<file path="src/rtl/addsub_arbiter.sv">
// Round-robin sequencer that time-shares one external add/subtract datapath between two requesters.
// Optional feature macro: ADDSUB_ARB_OVF_EN adds the registered two's-complement overflow output rsp_ovf.
module addsub_arbiter #(
  parameter int WIDTH = 4
) (
  input  logic             clk,
  input  logic             rst_n,
  input  logic             r0_valid,
  output logic             r0_ready,
  input  logic             r0_sub,
  input  logic [WIDTH-1:0] r0_a,
  input  logic [WIDTH-1:0] r0_b,
  input  logic             r1_valid,
  output logic             r1_ready,
  input  logic             r1_sub,
  input  logic [WIDTH-1:0] r1_a,
  input  logic [WIDTH-1:0] r1_b,
  output logic             rsp_valid,
  input  logic             rsp_ready,
  output logic             rsp_id,
  output logic [WIDTH-1:0] rsp_result,
  output logic             rsp_carry,
  output logic [WIDTH-1:0] dp_a,
  output logic [WIDTH-1:0] dp_b,
  output logic             dp_sel,
  input  logic [WIDTH-1:0] dp_result,
  input  logic             dp_carry
`ifdef ADDSUB_ARB_OVF_EN
  ,
  output logic             rsp_ovf
`endif
);

  typedef enum logic [1:0] {
    IDLE    = 2'd0,
    OPERATE = 2'd1,
    RESP    = 2'd2
  } state_t;

  state_t           state_q, state_d;
  logic             last_id_q, last_id_d;
  logic [WIDTH-1:0] dp_a_q, dp_a_d;
  logic [WIDTH-1:0] dp_b_q, dp_b_d;
  logic             dp_sel_q, dp_sel_d;
  logic             rsp_valid_q, rsp_valid_d;
  logic             rsp_id_q, rsp_id_d;
  logic [WIDTH-1:0] rsp_result_q, rsp_result_d;
  logic             rsp_carry_q, rsp_carry_d;
  logic             grant0_s, grant1_s;

`ifdef ADDSUB_ARB_OVF_EN
  logic             rsp_ovf_q, rsp_ovf_d;

  // Signed overflow: operands agree in sign (add) or differ (subtract) and the result sign flips.
  function automatic logic ovf_calc(input logic a_msb, input logic b_msb,
                                    input logic sub, input logic res_msb);
    logic sign_cond;
    sign_cond = sub ? (a_msb != b_msb) : (a_msb == b_msb);
    return sign_cond && (res_msb != a_msb);
  endfunction
`endif

  // Grant selection: single valid requester wins; on a tie the one not served last wins.
  always_comb begin
    grant0_s = 1'b0;
    grant1_s = 1'b0;
    if (rst_n && (state_q == IDLE)) begin
      if (r0_valid && r1_valid) begin
        grant0_s = last_id_q;
        grant1_s = !last_id_q;
      end else begin
        grant0_s = r0_valid;
        grant1_s = r1_valid;
      end
    end else begin
      grant0_s = 1'b0;
      grant1_s = 1'b0;
    end
  end

  assign r0_ready = grant0_s;
  assign r1_ready = grant1_s;

  // Next-state and next-register computation for the IDLE/OPERATE/RESP sequence.
  always_comb begin
    state_d      = state_q;
    last_id_d    = last_id_q;
    dp_a_d       = dp_a_q;
    dp_b_d       = dp_b_q;
    dp_sel_d     = dp_sel_q;
    rsp_valid_d  = rsp_valid_q;
    rsp_id_d     = rsp_id_q;
    rsp_result_d = rsp_result_q;
    rsp_carry_d  = rsp_carry_q;
`ifdef ADDSUB_ARB_OVF_EN
    rsp_ovf_d    = rsp_ovf_q;
`endif
    case (state_q)
      IDLE: begin
        if (grant0_s) begin
          dp_a_d    = r0_a;
          dp_b_d    = r0_b;
          dp_sel_d  = r0_sub;
          rsp_id_d  = 1'b0;
          last_id_d = 1'b0;
          state_d   = OPERATE;
        end else if (grant1_s) begin
          dp_a_d    = r1_a;
          dp_b_d    = r1_b;
          dp_sel_d  = r1_sub;
          rsp_id_d  = 1'b1;
          last_id_d = 1'b1;
          state_d   = OPERATE;
        end else begin
          state_d = IDLE;
        end
      end
      OPERATE: begin
        // The ripple has had a full cycle from the registered operands; capture it now.
        rsp_result_d = dp_result;
        rsp_carry_d  = dp_carry;
        rsp_valid_d  = 1'b1;
`ifdef ADDSUB_ARB_OVF_EN
        rsp_ovf_d    = ovf_calc(dp_a_q[WIDTH-1], dp_b_q[WIDTH-1], dp_sel_q, dp_result[WIDTH-1]);
`endif
        state_d      = RESP;
      end
      RESP: begin
        if (rsp_ready) begin
          rsp_valid_d = 1'b0;
          state_d     = IDLE;
        end else begin
          state_d = RESP;
        end
      end
      default: begin
        rsp_valid_d = 1'b0;
        state_d     = IDLE;
      end
    endcase
  end

  // State and output registers; reset discards any in-flight operation.
  always_ff @(posedge clk or negedge rst_n) begin
    if (!rst_n) begin
      state_q      <= IDLE;
      last_id_q    <= 1'b1;
      dp_a_q       <= {WIDTH{1'b0}};
      dp_b_q       <= {WIDTH{1'b0}};
      dp_sel_q     <= 1'b0;
      rsp_valid_q  <= 1'b0;
      rsp_id_q     <= 1'b0;
      rsp_result_q <= {WIDTH{1'b0}};
      rsp_carry_q  <= 1'b0;
`ifdef ADDSUB_ARB_OVF_EN
      rsp_ovf_q    <= 1'b0;
`endif
    end else begin
      state_q      <= state_d;
      last_id_q    <= last_id_d;
      dp_a_q       <= dp_a_d;
      dp_b_q       <= dp_b_d;
      dp_sel_q     <= dp_sel_d;
      rsp_valid_q  <= rsp_valid_d;
      rsp_id_q     <= rsp_id_d;
      rsp_result_q <= rsp_result_d;
      rsp_carry_q  <= rsp_carry_d;
`ifdef ADDSUB_ARB_OVF_EN
      rsp_ovf_q    <= rsp_ovf_d;
`endif
    end
  end

  assign dp_a       = dp_a_q;
  assign dp_b       = dp_b_q;
  assign dp_sel     = dp_sel_q;
  assign rsp_valid  = rsp_valid_q;
  assign rsp_id     = rsp_id_q;
  assign rsp_result = rsp_result_q;
  assign rsp_carry  = rsp_carry_q;
`ifdef ADDSUB_ARB_OVF_EN
  assign rsp_ovf    = rsp_ovf_q;
`endif

endmodule
</file>
<file path="config.mk">
export PLATFORM = sky130hd
export DESIGN_NAME = addsub_arbiter
export DESIGN_NICKNAME = d
export VERILOG_FILES = /design/src/rtl/addsub_arbiter.sv
export SDC_FILE = /design/constraint.sdc
export NUM_CORES = 1
export LEC_CHECK = 0
export CELL_PAD_IN_SITES_DETAIL_PLACEMENT = 1
export CELL_PAD_IN_SITES_GLOBAL_PLACEMENT = 1
export CORE_ASPECT_RATIO = 2
export CORE_MARGIN = 5
export CORE_UTILIZATION = 26
export DETAILED_ROUTE_END_ITERATION = 8
export GPL_TIMING_DRIVEN = 1
export PLACE_DENSITY = 0.71
export SYNTH_ARGS = -nofsm -noshare
export SYNTH_HDL_FRONTEND = slang
export SYNTH_SLANG_ARGS = --single-unit
</file>
<file path="constraint.sdc">
create_clock -name clk -period 1.52 [get_ports clk]
set_clock_uncertainty 0.15 [all_clocks]
set_input_delay 0.38 -clock clk [delete_from_list [all_inputs] [get_ports clk]]
set_output_delay 0.38 -clock clk [all_outputs]
set_load 0.1 [all_outputs]
</file>
# == Word-level counts from Yosys, hierarchy flattened ==
# Index checks and enable logic that the tools add are counted.
# classes
n_eq_ne,3
n_bitwise,1
n_reduce_logical,7
n_mux,18
# ops
cell,count
$mux 4,4
$mux 1,11
$pmux 2 s3,1
$reduce_and 2->1,2
$pmux 1 s3,1
$eq 2x1->1 const B,1
$eq 2x2->1 const B,1
$logic_and 1x1->1,2
$logic_not 2->1,1
$mux 2,1
$ne 2x2->1 const B,1
$reduce_bool 2->1,1
$logic_not 1->1,1
$not 1->1,1
# totals
out_inout_bits,18
input_bits,28
elab_cells,38
register_bits,19

# == Logic depth before layout (Yosys ltp) ==
# Gate-level depths: netlist (run 1).
# logic_depth
depth_word,6
mapped_depth,5
mapped_depth_nobuf,3

# == Least setup slack after synthesis (run 1) ==
# No wires, ideal clock.
# synth_path
path_type,register to output
startpoint,register last_id_q
endpoint,output port r0_ready
path_slack_ps,-645
arrival_time_ps,1635
path_stages_with_launch,5
n_path_buf,1
required_ps,990
path_cell_list,dfstp_2 or2b_1 clkbuf_1 nand3_1 inv_1
# synth_between
elab_chain_cells,2
# synth_lines
item,line_no,rtl
from (decl),41,"logic last_id_q, last_id_d;"
from (signal assigned),160,last_id_q <= last_id_d;
$mux 1,68,if (r0_valid && r1_valid) begin
$mux 1,67,if (rst_n && (state_q == IDLE)) begin
to (decl),9,"output logic r0_ready,"
# No other way between the ends.

# == Worst setup path after layout (run 1) ==
# layout_path
startpoint,register state_q[0]
endpoint,output port r1_ready
# layout_between
elab_chain_cells,3
# layout_lines
item,line_no,rtl
from (decl),40,"state_t state_q, state_d;"
from (signal assigned),159,state_q <= state_d;
$logic_not 2->1,67,
$logic_and 1x1->1,67,
$mux 1,67,
to (decl),14,"output logic r1_ready,"
# No other way between the ends.

==> impl_results.md, run 1 <==
- Run status: finished with violations
- Failing checks: negative setup slack
- Leak Pwr: 0.807 nW
- Sequential area share after synthesis: 49.5%
- N_diodes: 0
- Largest net degree at the start of global routing: 21
- Root Buffer: clkbuf_8
- Nets: 181
- Synthesis-to-finish area growth: 93.2%
- Clock Latency Late Sink: 0.25 ns
- Cells after Synth: 94
- Placer Congestion: 0.698
- Relative slew slack: 82.5%
- Ys Warns: 0
- CTS tree: yes
- Vias per cell: 4.93
- Crit. End Element: output pin
- Clk slew on worst S/H paths: 0.08 ns
- Inserted Clock Buffers: 3
- Via Count: 990
- Sequential share of power: 21.8%
- Die Area: 5090 µm²
- FP Rows: 31
- Post-DP HPWL: 2630 µm
- Synth cell types: 24
- DRT Pass-1 Iters: 4
- Peak VDD IR: 0.00115 V
- Internal Pwr Total: 2.14 mW
- Clk pwr share: 8.1%
- Mean routed wirelength per cell: 17.2 µm
- Worst EP arrival: 1.35 ns
- Vias in the first global route: 1105
- Place WS: -0.583 ns
- Slew at the pin closest to its max-slew limit: 0.262 ns
- Kind of critical path: reg -> out
- Net Sw Frac: 51.8%
- Initial core utilization: 26.7%
- PortBufs: between 40 and 50
- Initial antenna violation count: 0
- Count of pins over their slew limit: 0
- Die height: 96.0 µm
- Clock Sinks: 19
- Critical Path Source Type: flip-flop
- Setup WS post-layout: -0.357 ns
- Max clock buf depth: 2
- Comb pwr share: between 70% and 80%
- NetSw: roughly 2.3 mW
- # Max-Cap Violations: 0
- # hold bufs at CTS: 0
- DRC: 0
- Final antenna-violating net count: 0
- GRT overflow: 0
- Final-report hold violation count: 0
- Synthesized Nets: 122
- Die width: about 53 µm
- Post-Syn Area: just under 1000 µm²
- Fin cells: ~200
- Tot GR Track Use: 13.7%
- Mean area per synthesized cell: 10.2 µm²
- Fin crit period: roughly 1.9 ns
- Max FO, Critical Path: 3
- Initial drt markers: 16
- Highest clock rate: 533 MHz
- RSZ-0062 raised after global routing: yes
- First-pass GRT wire length: 5230 µm
- Worst Hold Class: in -> async
- PD cells: around 2400 nW/µm²
- Fraction of layout cells with a size suffix above 1: between 30% and 40%
- Final setup violation count: 13
- Yosys reg bits: 19
- Critical Path RT: 0.99 ns
- Io pins: 46
- Detailed Route WL: 3450 µm
- Cell Count Post-Placement: just under 200
- Htree depth: 1
- Core area: ~3600 µm²
- Final period util: 123%
-- final timing paths --
path                                 start         end  slack [ns]  depth (start not counted)
worst min-delay path                 rst_n  state_q[1]        0.09                          2
worst min register to register   rsp_valid   rsp_valid        0.40                          1
min in group clk                 rsp_valid   rsp_valid        0.40                          1
worst max-delay path            state_q[0]    r1_ready       -0.36                          4
max in group asynchronous            rst_n   last_id_q        0.87                          2
worst max register to register  state_q[0]     dp_b[1]       -0.04                          6
-- per-layer routing --
metal,up-vias,wire length (µm),part of all wire (%),GRT usage [%]
li1,446,-,-,-
met1,495,1290,37,15.1
met2,42,1910,55,26.5
met5,-,0,0,0
met3,7,173,5.0,1.71
met4,0,75,2.2,3.41
-- power groups by stage --
stage                     combinational (mW)  clock, mW  sequential, mW
after floorplan                        0.462          0            2.28
after global placement                  2.97          0           0.967
after detailed placement                3.00          0           0.985
after CTS                               3.06      0.366           0.971
after global routing                    3.21      0.390           0.997
final                                   3.12      0.361           0.968
-- Yosys cell counts, drive strengths merged --
master  number  area (µm²)
mux2         5        56.3
nand3        1        5.00
or2b         1        7.51
and2         1        8.76
a21o         1        7.51
buf          6        41.3
a31oi        9        56.3
nor2b        2        12.5
inv         10        37.5
o21a         3        22.5
nor2         1        3.75
clkbuf       3        11.3
dfstp        1        26.3
or2          1        6.26
nand2       10        37.5
nor3b        1        12.5
and3         1        6.26
dfrtp       18         450
o21ai        1        5.00
o211ai       9        67.6
o22a         9        80.1
-- layout make-up --
cell class / count / area, µm²
clock buffers: 4 / 45.0
fillers: 397 / 1750
inverters: 10 / 41.3
multi-input cells: 57 / 447
flip-flops and latches: 19 / 477
well taps: 49 / 61.3
repair buffers: 62 / 788
-- state kept, by name, summed over array words and instances, names as in the netlist --
signal	count
last_id_q	1
rsp_id	1
rsp_carry	1
state_q	2
rsp_valid	1
dp_sel	1
rsp_result	4
dp_a	4
dp_b	4
-- critical path: stages (launching register included) --
cell     delay, ns
dfrtp_1       0.39
nor3b_2       0.17
buf_4         0.16
and3_4        0.19
buf_12        0.17
-- placed cells by master (no fill, tap or decap) --
master	synthesis	final
nand3_4	0	1
nor2b_2	0	1
mux2_2	5	1
buf_6	2	1
nor2_1	1	1
clkinvlp_4	0	1
a21o_1	1	1
or2_1	1	1
and3_4	0	1
inv_1	10	9
nor3b_2	1	1
a31oi_1	9	9
buf_4	0	14
dfrtp_1	18	18
nor2b_4	0	1
o21a_1	3	3
clkdlybuf4s50_1	0	24
buf_12	0	19
and2_4	1	2
dlygate4sd2_1	0	3
nand2_1	10	10
clkbuf_1	3	1
o21ai_0	1	1
mux2_4	0	4
clkbuf_16	0	1
dfstp_2	1	1
o211ai_1	9	9
o22a_2	1	1
o22a_1	8	8
or2b_1	1	1
clkbuf_8	0	3
-- logic make-up after synthesis --
family / synth area share [%]
AOI/OAI and AO/OA: 24.8
muxes: 5.85
buffers and inverters: 9.36
and+or+nand+nor: 10.4
DFF: 49.5
-- stage by stage --
step / setup TNS (ns) / instance area, µm² / hold WS (ns) / total power, mW / utilization [%]
finish: -1.52 / 1860 / 0.0891 / 4.45 / 51.5
global route: -2.07 / 1860 / 0.118 / 4.60 / 51.5
CTS: -0.934 / 1810 / 0.106 / 4.39 / 50.2
detailed placement: -7.45 / 1740 / 0.387 / 3.99 / 48.1
global placement: -7.01 / 1740 / 0.380 / 3.94 / 48.1
floorplan: -0.442 / 996 / -0.0656 / 2.74 / -
-- repair_timing --
action	in CTS	in global routing
pin swaps	4	2
buffers inserted	3	2
setup endpoints to repair	17	18
resized for setup	7	9
cloned	1	1
Note: power is estimated with default switching activity, not from simulation.
==> run 2, diff against run 1 <==
--- a/config.mk
+++ b/config.mk
@@ -10,6 +10,7 @@
 export CORE_ASPECT_RATIO = 2
 export CORE_MARGIN = 5
 export CORE_UTILIZATION = 26
+export CTS_CLUSTER_SIZE = 28
 export DETAILED_ROUTE_END_ITERATION = 8
 export GPL_TIMING_DRIVEN = 1
 export PLACE_DENSITY = 0.71
==> results of run 2 <==
No change in the layout: final DEF, timing and power equal those of run 1.
==> run 3, diff against run 2 <==
--- a/config.mk
+++ b/config.mk
@@ -7,7 +7,7 @@
 export LEC_CHECK = 0
 export CELL_PAD_IN_SITES_DETAIL_PLACEMENT = 1
 export CELL_PAD_IN_SITES_GLOBAL_PLACEMENT = 1
-export CORE_ASPECT_RATIO = 2
+export CORE_ASPECT_RATIO = 0.7
 export CORE_MARGIN = 5
 export CORE_UTILIZATION = 26
 export CTS_CLUSTER_SIZE = 28
==> impl_results.md, run 3 (same netlist as run 1, synthesis figures left out) <==
- Critical Path RT: 0.99 ns
- Die Area: 5040 µm²
- Max FO, Critical Path: 3
- Vias in the first global route: 1030
- Vias per cell: 4.71
- Core area: roughly 3500 µm²
- Crit. End Element: output pin
- Slew at the pin closest to its max-slew limit: 0.265 ns
- Kind of critical path: reg -> out
- Fin crit period: ~1.9 ns
- Die width: 82.7 µm
- Area of the multi-input gates: 422 µm²
- Mean routed wirelength per cell: ~17 µm
- Max clock buf depth: 2
- Via Count: a little under 1000
- Fraction of layout cells with a size suffix above 1: 35.1%
- PD cells: 2380 nW/µm²
- Final-report hold violation count: 0
- Final period util: 126%
- Die height: 60.9 µm
- Fin cells: 204
- Critical Path Source Type: flip-flop
- N_diodes: 0
- Leading cell types in the layout, fill and taps excluded: clkdlybuf4s50_1 (24), dfrtp_1 (18), buf_12 (18), buf_4 (16), nand2_1 (10)
- Final antenna-violating net count: 0
- Run status: finished with violations
- Initial drt markers: 48
- Peak VDD IR: 0.00124 V
- Register area: 477 µm²
- RSZ-0062 raised after global routing: yes
- Nets: roughly 180
- Place WS: -0.589 ns
- Relative slew slack: 82.3%
- Placer Congestion: roughly 0.77
- Highest clock rate: 521 MHz
- DRC: 0
- Worst Hold Class: in -> async
- Fillers: 382
- Clk slew on worst S/H paths: 0.08 ns
- Worst reg2reg endpoint: dp_sel
- Util after Layout: 52.2%
- CP Cell Sequence: nor3b_2 -> buf_4 -> and3_4 -> buf_12
- Max incr delay on CP: 0.40 ns
- GRT overflow: 0
- Setup WS post-layout: -0.400 ns
- Slowest CP cell: dfrtp_1
- Initial core utilization: 27.2%
- # Max-Cap Violations: 0
- Inserted Clock Buffers: 3
- R2R setup slack: -0.05 ns
- Htree depth: 1
- FP Rows: 18
- PortBufs: 45
- # hold bufs at CTS: 0
- Root Buffer: clkbuf_8
- First-pass GRT wire length: 5200 µm
- Detailed Route WL: 3380 µm
- Count of pins over their slew limit: 0
- Initial antenna violation count: 0
- Cell family contributing the most delay on the critical path: flip-flops
- Io pins: 46
- Tot GR Track Use: 13.8%
- Final setup violation count: 13
- Worst EP arrival: 1.39 ns
- Largest net degree at the start of global routing: 20
- Synthesis-to-finish area growth: 91.9%
- Clock Latency Late Sink: approximately 0.27 ns
- Post-DP HPWL: 2590 µm
- Cells on worst reg2reg path: 6
- Reg-to-reg startpoint: state_q[0]
- DRT Pass-1 Iters: 4
- Failing checks: negative setup slack
- CTS tree: yes
- Clock Sinks: 19
- Commonest non-fill, non-tap cell in the layout: clkdlybuf4s50_1
- Worst Path Buf+Inv: 2
- Leak Pwr: 0.802 nW
- Cell Count Post-Placement: about 190
[run 3: routing by layer]
layer	up-vias	global-route usage, %	part of all wire (%)
met1	483	17.2	45
li1	455	-	-
met4	0	2.56	0.39
met3	2	4.75	4.4
met2	21	23.5	51
met5	-	0	0
[run 3: worst max path at each step]
stage                     from  endpoint  slack (ns)  depth (start not counted)
floorplan           state_q[1]  r0_ready       -0.25                          4
global placement         rst_n  r1_ready       -0.58                          5
detailed placement       rst_n  r1_ready       -0.59                          5
CTS                 state_q[0]  r1_ready       -0.41                          4
global route        state_q[0]  r0_ready       -0.45                          5
finish              state_q[0]  r1_ready       -0.40                          4
[run 3: stage by stage]
step           area (µm²)  hold slack (ns)  power (mW)  setup TNS [ns]
2_1_floorplan         996          -0.0656        2.74          -0.442
3_3_place_gp         1730            0.373        3.92           -6.71
3_5_place_dp         1730            0.397        3.98           -7.09
4_1_cts              1790           0.0779        4.37          -0.834
5_1_grt              1850           0.0970        4.56           -1.93
6_report             1850           0.0713        4.40           -1.39
[run 3: where the power goes]
part	total [mW]	internal [mW]	switching (mW)
clock	0.368	0.183	0.185
sequential	0.973	0.733	0.241
combinational	3.06	1.18	1.88
total	4.40	2.10	2.30
[run 3: what timing repair did]
item,CTS,global route
setup buffers,1,3
cloned,1,1
resized for setup,4,3
endpoints found under the setup margin,14,13
pin swaps,4,2
[run 3: area by class of cell]
class | instances | share of cell area, %
sequential | 19 | 25.8
timing repair buffer | 64 | 43.2
tap | 50 | 3.39
clock buffer | 3 | 2.24
clock inverter | 1 | 0.271
multi-input combinational | 57 | 22.8
inverter | 10 | 2.24
